[src/rtl/filter_seq_pkg.sv]
// filter_seq_pkg: shared state encoding and default sizing for the filter sample sequencer.
// Rev 1.0
`default_nettype none

package filter_seq_pkg;

  localparam int DEF_DATA_SIZE = 24;
  localparam int DEF_TIMEOUT   = 1023;

  typedef enum logic [1:0] {
    S_IDLE = 2'd0,
    S_TRIG = 2'd1,
    S_WAIT = 2'd2
  } seq_state_t;

endpackage

`default_nettype wire

[src/rtl/sample_rate_divider.sv]
// sample_rate_divider: free-running 0..rate_div counter emitting a one-cycle tick on wrap.
// Rev 1.0
`default_nettype none

module sample_rate_divider #(
  parameter int DIV_WIDTH = 16
) (
  input  logic                 clk,
  input  logic                 rst_n,
  input  logic                 i_enable,
  input  logic [DIV_WIDTH-1:0] i_rate_div,
  output logic                 o_tick
);

  logic [DIV_WIDTH-1:0] r_cnt;
  logic [DIV_WIDTH-1:0] r_limit;
  logic                 w_wrap;

  assign w_wrap = i_enable && (r_cnt == r_limit);
  assign o_tick = w_wrap;

  // The period is sampled only while stopped or on wrap, so a new rate never
  // truncates or stretches the period already in progress.
  always_ff @(posedge clk or negedge rst_n) begin
    if (!rst_n) begin
      r_cnt   <= '0;
      r_limit <= '0;
    end else if (!i_enable) begin
      r_cnt   <= '0;
      r_limit <= i_rate_div;
    end else if (w_wrap) begin
      r_cnt   <= '0;
      r_limit <= i_rate_div;
    end else begin
      r_cnt   <= r_cnt + DIV_WIDTH'(1);
    end
  end

endmodule

`default_nettype wire

[src/rtl/filter_sample_sequencer.sv]
// filter_sample_sequencer: paces samples into a filter_sos cascade, collects results onto a
// valid/ready stream and reports overrun/underrun/timeout/sink-overflow status. Rev 1.0
`default_nettype none

module filter_sample_sequencer
  import filter_seq_pkg::*;
#(
  parameter int DATA_SIZE = DEF_DATA_SIZE,
  parameter int DIV_WIDTH = 16,
  parameter int TIMEOUT   = DEF_TIMEOUT,
  parameter int CNT_WIDTH = 8
) (
  input  logic                 clk,
  input  logic                 rst_n,
  input  logic                 i_enable,
  input  logic [DIV_WIDTH-1:0] i_rate_div,
  input  logic                 i_clear_err,
  input  logic [DATA_SIZE-1:0] i_src_data,
  input  logic                 i_src_valid,
  output logic                 o_src_ready,
  output logic [DATA_SIZE-1:0] o_flt_data_in,
  output logic                 o_flt_sample_trig,
  input  logic                 i_flt_done,
  input  logic [DATA_SIZE-1:0] i_flt_data_out,
  output logic [DATA_SIZE-1:0] o_snk_data,
  output logic                 o_snk_valid,
  input  logic                 i_snk_ready,
  output logic                 o_busy,
  output logic [CNT_WIDTH-1:0] o_overrun_cnt,
  output logic                 o_underrun,
  output logic                 o_timeout_err,
  output logic                 o_sink_ovf
);

  localparam int TMO_W = $clog2(TIMEOUT + 1);
  localparam logic [TMO_W-1:0] TMO_LAST = TMO_W'(TIMEOUT - 1);

  seq_state_t           r_state, w_state_nxt;
  logic                 w_tick, w_enter_trig, w_result, w_abort;
  logic                 w_tick_busy, w_overrun, w_load, w_in_full_nxt;
  logic                 r_tick_pending, r_in_full, r_src_ready, r_trig;
  logic [DATA_SIZE-1:0] r_in_data, r_hold, r_snk_data;
  logic                 r_snk_valid, r_underrun, r_timeout, r_sink_ovf;
  logic [TMO_W-1:0]     r_tmo_cnt;
  logic [CNT_WIDTH-1:0] r_ovr_cnt;

  sample_rate_divider #(
    .DIV_WIDTH (DIV_WIDTH)
  ) u_div (
    .clk        (clk),
    .rst_n      (rst_n),
    .i_enable   (i_enable),
    .i_rate_div (i_rate_div),
    .o_tick     (w_tick)
  );

  always_comb begin
    w_state_nxt  = r_state;
    w_enter_trig = 1'b0;
    w_result     = 1'b0;
    w_abort      = 1'b0;
    case (r_state)
      S_IDLE: if (w_tick || r_tick_pending) begin
        w_state_nxt  = S_TRIG;
        w_enter_trig = 1'b1;
      end
      S_TRIG: w_state_nxt = S_WAIT;
      S_WAIT: if (i_flt_done) begin
        w_result    = 1'b1;
        w_state_nxt = S_IDLE;
      end else if (r_tmo_cnt == TMO_LAST) begin
        w_abort     = 1'b1;
        w_state_nxt = S_IDLE;
      end
      default: w_state_nxt = S_IDLE;
    endcase
  end

  assign w_tick_busy   = w_tick && (r_state != S_IDLE);
  assign w_overrun     = w_tick_busy && r_tick_pending;
  assign w_load        = i_src_valid && r_src_ready;
  assign w_in_full_nxt = w_load || (r_in_full && !w_enter_trig);

  always_ff @(posedge clk or negedge rst_n) begin
    if (!rst_n) begin
      r_state        <= S_IDLE;
      r_tick_pending <= 1'b0;
      r_in_full      <= 1'b0;
      r_src_ready    <= 1'b0;
      r_in_data      <= '0;
      r_hold         <= '0;
      r_trig         <= 1'b0;
      r_tmo_cnt      <= '0;
      r_snk_data     <= '0;
      r_snk_valid    <= 1'b0;
      r_ovr_cnt      <= '0;
      r_underrun     <= 1'b0;
      r_timeout      <= 1'b0;
      r_sink_ovf     <= 1'b0;
    end else begin
      r_state <= w_state_nxt;
      r_trig  <= w_enter_trig;

      // Pending tick plus a fresh tick in IDLE: one is consumed, the other stays queued.
      if (!i_enable)         r_tick_pending <= 1'b0;
      else if (w_enter_trig) r_tick_pending <= r_tick_pending && w_tick;
      else if (w_tick_busy)  r_tick_pending <= 1'b1;

      // Ready is registered so it reads 0 under reset and mirrors !full afterwards.
      r_in_full   <= w_in_full_nxt;
      r_src_ready <= !w_in_full_nxt;
      if (w_load) r_in_data <= i_src_data;
      if (w_enter_trig && r_in_full) r_hold <= r_in_data;

      if (r_state == S_WAIT) r_tmo_cnt <= r_tmo_cnt + TMO_W'(1);
      else                   r_tmo_cnt <= '0;

      if (w_result) begin
        r_snk_data  <= i_flt_data_out;
        r_snk_valid <= 1'b1;
      end else if (r_snk_valid && i_snk_ready) begin
        r_snk_valid <= 1'b0;
      end

      if (w_overrun) begin
        if (r_ovr_cnt != '1) r_ovr_cnt <= r_ovr_cnt + CNT_WIDTH'(1);
      end else if (i_clear_err) begin
        r_ovr_cnt <= '0;
      end

      if (w_enter_trig && !r_in_full) r_underrun <= 1'b1;
      else if (i_clear_err)           r_underrun <= 1'b0;

      if (w_abort)          r_timeout <= 1'b1;
      else if (i_clear_err) r_timeout <= 1'b0;

      if (w_result && r_snk_valid && !i_snk_ready) r_sink_ovf <= 1'b1;
      else if (i_clear_err)                         r_sink_ovf <= 1'b0;
    end
  end

  assign o_src_ready       = r_src_ready;
  assign o_flt_data_in     = r_hold;
  assign o_flt_sample_trig = r_trig;
  assign o_snk_data        = r_snk_data;
  assign o_snk_valid       = r_snk_valid;
  assign o_busy            = (r_state != S_IDLE);
  assign o_overrun_cnt     = r_ovr_cnt;
  assign o_underrun        = r_underrun;
  assign o_timeout_err     = r_timeout;
  assign o_sink_ovf        = r_sink_ovf;

endmodule

`default_nettype wire

[config.mk]
export PLATFORM = sky130hd
export DESIGN_NAME = filter_sample_sequencer
export DESIGN_NICKNAME = d
export VERILOG_FILES = /design/src/rtl/filter_seq_pkg.sv /design/src/rtl/sample_rate_divider.sv /design/src/rtl/filter_sample_sequencer.sv
export SDC_FILE = /design/constraint.sdc
export NUM_CORES = 1
export LEC_CHECK = 0
export CAP_MARGIN = 10
export CORE_ASPECT_RATIO = 0.7
export CORE_UTILIZATION = 25
export CTS_BUF_LIST = sky130_fd_sc_hd__clkbuf_16
export DETAILED_ROUTE_END_ITERATION = 6
export MAX_ROUTING_LAYER = met4
export PLACE_DENSITY = 0.52
export SETUP_SLACK_MARGIN = 0.1
export SYNTH_ARGS = -nofsm -noshare
export SYNTH_HDL_FRONTEND = slang
export SYNTH_SLANG_ARGS = --single-unit
export TNS_END_PERCENT = 30
[constraint.sdc]
create_clock -name clk -period 3.35 [get_ports clk]
set_input_delay 0.67 -clock clk [delete_from_list [all_inputs] [get_ports clk]]
set_output_delay 0.67 -clock clk [all_outputs]
set_load 0.01 [all_outputs]
==> results of run 1 <==
## cells by family (layout without fill, tap and decap cells)
group | after synthesis | after routing
flops | 132 | 132
simple gates | 100 | 100
mux | 94 | 94
xor+xnor | 37 | 37
buf+inv | 21 | 176
compound gates | 18 | 18
fa+ha+maj | 4 | 4
## layout by cell type (no fill, tap or decap), drive strengths merged
cell type | netlist | layout
clkdlybuf4s50 | 0 | 132
dfrtp | 132 | 132
mux2 | 92 | 92
nor2 | 33 | 33
xnor2 | 21 | 21
nand3 | 18 | 18
nand2 | 17 | 17
clkbuf | 8 | 17
xor2 | 16 | 16
inv | 7 | 8
nand4 | 7 | 7
buf | 6 | 7
and3 | 6 | 6
o21ai | 5 | 5
clkinv | 0 | 5
nor3 | 4 | 4
ha | 4 | 4
clkinvlp | 0 | 4
nand2b | 3 | 3
and4 | 3 | 3
bufinv | 0 | 3
a21oi | 3 | 3
or2 | 2 | 2
and2 | 2 | 2
a31oi | 2 | 2
mux2i | 2 | 2
o2bb2ai | 2 | 2
o41ai | 2 | 2
nor4 | 2 | 2
or3 | 1 | 1
a221oi | 1 | 1
a22o | 1 | 1
a21boi | 1 | 1
nor3b | 1 | 1
or4 | 1 | 1
a31o | 1 | 1
## metrics by stage
stage | area [µm²] | utilization [%]
3_3_place_gp | 7130 | 33.8
4_1_cts | 7720 | 36.6
5_1_grt | 7720 | 36.6
6_report | 7720 | 36.6
3_5_place_dp | 7130 | 33.8
2_1_floorplan | 5470 | -
## layout make-up
class                      count  area [µm²]
clock buffer                  17         425
clock inverter                13         161
fill                        2042       13400
inverter                       7        26.3
multi-input combinational    253        2060
sequential                   132        3300
tap                          276         345
timing repair buffer         139        1390
## per-layer routing
layer / up-vias / share of wire [%] / routed length [µm]
met5: - / 0 / 0
met4: 0 / 1.1 / 140
met3: 10 / 4.8 / 590
met2: 99 / 43 / 5220
met1: 1768 / 51 / 6300
li1: 1693 / - / -
## Yosys cell counts (2+ instances only)
cell         n
mux2_1       2
o2bb2ai_1    2
nor3_1       4
a21oi_1      2
o41ai_1      2
and3_1       6
nand2b_1     3
or2_2        2
inv_1        7
buf_6        2
xnor2_1     21
mux2_2      90
and4_1       3
xor2_1      16
clkbuf_1     7
mux2i_1      2
dfrtp_1    132
o21ai_0      5
nand2_1     17
buf_2        3
nor2_1      33
ha_1         4
a31oi_1      2
nand4_1      7
and2_1       2
nand3_1     18
## worst min-delay path by stage
stage	start	endpoint	slack (ns)	depth (start not counted)
after floorplan	rst_n	o_flt_data_in[0]	0.37	0
final	rst_n	o_snk_data[23]	0.26	1
after detailed placement	r_in_full	o_underrun	0.47	1
after CTS	rst_n	o_snk_data[23]	0.28	1
after global routing	rst_n	o_snk_data[23]	0.29	1
after global placement	r_in_data[5]	o_flt_data_in[5]	0.46	1
## power groups by stage
stage	sequential, µW	clock [µW]	combinational, µW
after CTS	1910	1910	515
final	1910	1850	504
after global placement	1930	0	501
after global routing	1940	1980	548
after floorplan	1930	0	232
after detailed placement	1940	0	514
## flip-flops by register name (all words and copies together) (netlist names), 2 cells and up
| signal | cells |
|---|---|
| r_tmo_cnt | 10 |
| r_state | 2 |
| o_flt_data_in | 24 |
| r_in_data | 24 |
| u_div.r_cnt | 16 |
| o_snk_data | 24 |
| u_div.r_limit | 16 |
| o_overrun_cnt | 8 |
==> metrics.md, run 1 <==
| Metric | Value |
|---|---|
| Tmin final | 2.51 ns |
| Die height | 126 µm |
| Xor/xnor cell area share of the yosys netlist | 5.92% |
| Placed insts | 807 |
| Crit path DAT | 2.80 ns |
| Crit. Startpoint | u_div.r_cnt[8] |
| Clock slew at reported path FFs | 0.06 ns |
| CP cell instances | xnor2_1, nand4_1, nor4_4, and4_1, mux2_2, mux2_2 |
| CP Capture Point | o_overrun_cnt[0] |
| Max Root-Sink Buffers | 2 |
| Area leader, netlist | dfrtp_1 |
| HPWL after DPL | 8620 µm |
| PD cells | 553 mW/mm² |
| Vias per cell | 4.27 |
| Max_slew headroom | 58.2% |
| H-tree depth | 4 |
| Gr usage total | 11.9% |
| Initial DRC Count | 157 |
| CTS sink count | 132 |
| Final period utilization | 75.1% |
| Switching Fraction | 22.7% |
| Crit path required time | 3.64 ns |
| Via count | 3570 |
| Critical path depth | 6 |
| # diodes | 0 |
| Synth Area in Compound Gates | 2.29% |
| Post-synthesis simple-gate area fraction | 9.31% |
| Clock share of power | 43.3% |
| Antenna viol nets, final | 0 |
| Part of the power in combinational logic | 11.8% |
| GP Congestion | 0.826 |
| GR Util met2 | 15.7% |
| Async SR Flop Fraction | 100% |
| Initial Util | 25.9% |
| VDD IR max | 274 µV |
| DRT Wirelength | 12300 µm |
| Synthesized Nets | 481 |
| Slew Limit Fails | 0 |
| DRC | 0 |
| CTS tree | built |
| Router iterations before antenna repair | 4 |
| Seq/Total Area, Yosys | 60.4% |
| Highest cell delay on the worst timing path | 0.48 ns |
| Number of synthesized flops with an enable pin | 0 |
| Mux contribution to synthesized area | 19.3% |
| Die Footprint | 0.0225 mm² |
| First-pass GRT wire length | 19800 µm |
| Fraction of layout cells with a size suffix above 1 | 23.7% |
| Cells on worst reg2reg path | 6 |
| Largest family of logic cells by synthesized area | multiplexers |
| Final setup fails | 0 |
| Port bufs | 133 |
| Std-Cell Rows | 44 |
| Mapped Area | 0.00547 mm² |
| Final hold slack | 0.256 ns |
| CP top delay family | simple AND/OR/NAND/NOR gates |
| Pin count of the biggest net entering global routing | 67 |
| Flop pwr share | 44.9% |
| Critical Path Start Type | register |
| Vias in the first global route | 3715 |
| R2r endpoint | o_overrun_cnt[0] |
| Yosys reg bits | 132 |
| CP endpoint kind | register |
| Post-CTS Resized | 0 |
| Switching Power | 966 µW |
| Setup tns final | 0 ns |
| P_int | 3300 µW |
| Hold Crit Class | input port to asynchronous set/reset pin |
| Worst R2R Start | u_div.r_cnt[8] |
| Clock Tree Root | clkbuf_16 |
| RSZ-0062 raised after global routing | false |
| Max-cap check violation count | 0 |
| Wirelength per Cell | 14.6 µm |
| Syn Inst Count | 406 |
| Cell repeated most along the worst path | mux2_2 |
| Worst setup margin | 0.836 ns |
| Die X | 179 µm |
| P_leak | 0.00327 µW |
| Post-synthesis adder-cell area fraction | 0.915% |
| Mean Syn Cell Area | 13.5 µm² |
| Most Crowded Layer GR | met1 |
| CP max-delay cell | nor4_4 |
| Gr ovfl total | 0 |
| Main synth FF type | dfrtp_1 |
| Maximum clock rate | 398 MHz |
| Ranking of synthesized cells by area | dfrtp_1 (60%), mux2_2 (19%), xnor2_1 (3.4%) |
| Critical path type | register to register |
| Clock Latency Late Sink | 0.41 ns |
| Clk_skew | 0.0103 ns |
| Final-stage net count | 625 |
| Synthesis Warnings | 0 |
| Status | completed |
| Netlist cell types | 38 |
| Final cell count without fillers | 837 |
| Met1 Use GR | 17.0% |
| CTS Hold Bufs | 0 |
| Area delta synth->final | 41.1% |
| Overall power | 4270 µW |
| Io pins | 134 |
| Reg2Reg Setup Slack | 0.84 ns |
| Area share of the largest cell type after synthesis | 60.4% |
| Core area | 0.0211 mm² |
| Total CTS buffers | 17 |
| Worst-path fanout max | 8 |
| Pre-CTS WS | 0.844 ns |
| Slew @ Worst Pin | 0.627 ns |
| Postcts setup bufs | 0 |
| Antenna violations before repair | 0 |
| Grt met3 use | 3.17% |
| Hold Fails Final Rpt | 0 |
| CP bufs+invs | 0 |
Power figures use the tool's default switching activity.
==> run 2: changes to the inputs <==
Settings changed: PLACE_DENSITY 0.52 to 0.54.
Clock period 3.35 ns to 2.2 ns, I/O delays scaled along.
==> run 2 against run 1 <==
The run now ends with setup timing left. Final cell count grew 3.8%. Hold slack gained 0.23 ns. Utilization grew 2.1 points. First-iteration DRC count shrank 3.8%. Clock power grew 44%. Sequential share of layout area shrank 2.3 points. Register-to-register slack lost 0.87 ns. Global-route usage grew 0.23 points. Non-clock buffer count grew 30. Cell area grew 5.6%. Count of clock-buffer cells in the layout is the same. Combinational power grew 60%.
==> metrics.md, run 2 (same netlist as run 1, synthesis figures left out) <==
| Metric | Value |
|---|---|
| Status | finished with violations |
| Failing checks | setup timing |
| H-tree depth | 4 (unchanged) |
| DRC | 0 (unchanged) |
| Maximum clock rate | 448 MHz (+13%) |
| Flop pwr share | 45.7% (+0.8 points) |
| Max Root-Sink Buffers | 2 (unchanged) |
| Reg area | 0.00330 mm² (unchanged) |
| Clock share of power | 41.7% (-1.6 points) |
| Max_slew headroom | 65.7% (+7.5 points) |
| Pre-CTS WS | -0.0475 ns (-0.892 ns) |
| Initial DRC Count | 151 (-3.8%) |
| Pin count of the biggest net entering global routing | 53 (-21%) |
| PD cells | 783 mW/mm² (+42%) |
| Switching Fraction | 24.0% (+1.4 points) |
| Most frequent cells in the layout | dfrtp_1 (132), clkdlybuf4s50_1 (131), mux2_2 (64) |
| Worst-path fanout max | 6 (-2) |
| Slew @ Worst Pin | 0.514 ns (-0.113 ns) |
| Crit path DAT | 2.52 ns (-0.28 ns) |
| P_leak | 0.00351 µW (+7.1%) |
| Via count | 3729 (+4.5%) |
| Antenna violations before repair | 0 (unchanged) |
| Placed insts | 826 (+2.4%) |
| # fillers | 2033 (-0.44%) |
| Reg2Reg Setup Slack | -0.03 ns (-0.87 ns) |
| CP endpoint kind | register |
| Clock Tree Root | clkbuf_16 |
| Area of the multi-input gates | 0.00220 mm² (+6.8%) |
| Switching Power | 1530 µW (+59%) |
| Fraction of layout cells with a size suffix above 1 | 28.8% (+5.1 points) |
| Router iterations before antenna repair | 4 (unchanged) |
| Final-stage net count | 655 (+4.8%) |
| Vias in the first global route | 3908 (+5.2%) |
| Total CTS buffers | 17 (unchanged) |
| Max-cap check violation count | 0 (unchanged) |
| CTS sink count | 132 (unchanged) |
| Crit path required time | 2.49 ns (-1.15 ns) |
| # diodes | 0 (unchanged) |
| Tmin final | 2.23 ns (-0.283 ns) |
| Gr usage total | 12.1% (+0.23 points) |
| Hold Crit Class | register to register |
| Die height | 126 µm (unchanged) |
| Clock slew at reported path FFs | 0.06 ns (about the same) |
| Vias per cell | 4.29 (+0.61%) |
| Hold Fails Final Rpt | 0 (unchanged) |
| HPWL after DPL | 8940 µm (+3.7%) |
| Antenna viol nets, final | 0 (unchanged) |
| Initial Util | 25.9% (unchanged) |
| Clk_skew | 0.00956 ns (-0.000772 ns) |
| P_int | 4850 µW (+47%) |
| Worst setup margin | -0.0316 ns (-0.867 ns) |
| Final cell count without fillers | 869 (+3.8%) |
| Part of the power in combinational logic | 12.6% (+0.8 points) |
| Area delta synth->final | 49.0% |
| RSZ-0062 raised after global routing | true |
| VDD IR max | 451 µV (+64%) |
| Port bufs | 133 (unchanged) |
| Die X | 179 µm (unchanged) |
| Clock Latency Late Sink | 0.41 ns (about the same) |
| Io pins | 134 (unchanged) |
| Std-Cell Rows | 44 (unchanged) |
| Slew Limit Fails | 0 (unchanged) |
| Final setup fails | 18 (+18) |
| Core area | 0.0211 mm² (unchanged) |
| Critical Path Start Type | register |
| Die Footprint | 0.0225 mm² (unchanged) |
| Gr ovfl total | 0 (unchanged) |
| Final period utilization | 101% (+26 points) |
| Wirelength per Cell | 14.8 µm (+1.0%) |
| Commonest non-fill, non-tap cell in the layout | dfrtp_1 |
| GP Congestion | 0.813 (-1.6%) |
| CTS tree | built |
| First-pass GRT wire length | 20300 µm (+2.9%) |
| Critical path type | register to register |
| DRT Wirelength | 12900 µm (+4.9%) |
## run 2: metal layers
metal / share of wire, % / global-route usage, % / up-vias
met2: 44 / 17.6 / 107
met4: 1.1 / 3.59 / 0
met3: 5.2 / 3.38 / 16
met5: 0 / - / -
li1: - / - / 1757
met1: 49 / 16.4 / 1849
## run 2: stage by stage
step	power (µW)	instance area [µm²]	util, %	TNS [ns]	hold slack (ns)
after floorplan	3310	5530	-	0	0.144
after global placement	3720	7360	34.9	0	0.424
after detailed placement	3760	7360	34.9	-0.719	0.428
after CTS	6480	7950	37.7	-1.12	0.491
after global routing	6690	8150	38.7	-3.99	0.515
final	6390	8150	38.7	-0.273	0.483
## run 2: area by class of cell
| class | instances | area share, % |
|---|---|---|
| clock inverter | 15 | 1.64 |
| inverter | 7 | 0.322 |
| timing repair buffer | 169 | 21.0 |
| clock buffer | 17 | 5.22 |
| sequential | 132 | 40.5 |
| multi-input combinational | 253 | 27.0 |
| tap | 276 | 4.24 |
## run 2: path summary, 6_finish.rpt
kind                            startpoint                 to  depth (start not counted)
min in group asynchronous            rst_n   o_overrun_cnt[7]                          2
max                        u_div.r_cnt[14]  o_flt_data_in[23]                          8
min reg2reg                      r_in_full         o_underrun                          1
max reg2reg                u_div.r_cnt[14]  o_flt_data_in[23]                          8
min                              r_in_full         o_underrun                          1
max in group asynchronous            rst_n      o_timeout_err                          3
## run 2: power groups by stage
| stage | Combinational, µW | Sequential (µW) | Clock (µW) |
|---|---|---|---|
| 2_1_floorplan | 359 | 2950 | 0 |
| 3_5_place_dp | 810 | 2950 | 0 |
| 4_1_cts | 815 | 2910 | 2750 |
| 3_3_place_gp | 789 | 2940 | 0 |
| 6_report | 807 | 2920 | 2660 |
| 5_1_grt | 881 | 2950 | 2860 |
## run 2: critical path: stages, from the launching register on
cell	delay [ns]
dfrtp_1	0.42
xnor2_1	0.15
nand4_1	0.21
nor4_4	0.36
a21oi_2	0.13
nor3b_4	0.20
buf_6	0.17
clkbuf_16	0.17
mux2_4	0.30
## run 2: what timing repair did
item / in CTS / in global routing
gates cloned: 0 / 3
hold buffers: 1 / 0
buffers inserted: 0 / 7
setup endpoints to repair: 48 / 48
gates resized for setup: 6 / 20
pin swaps: 7 / 9
endpoints found under the hold margin: 14 / 0
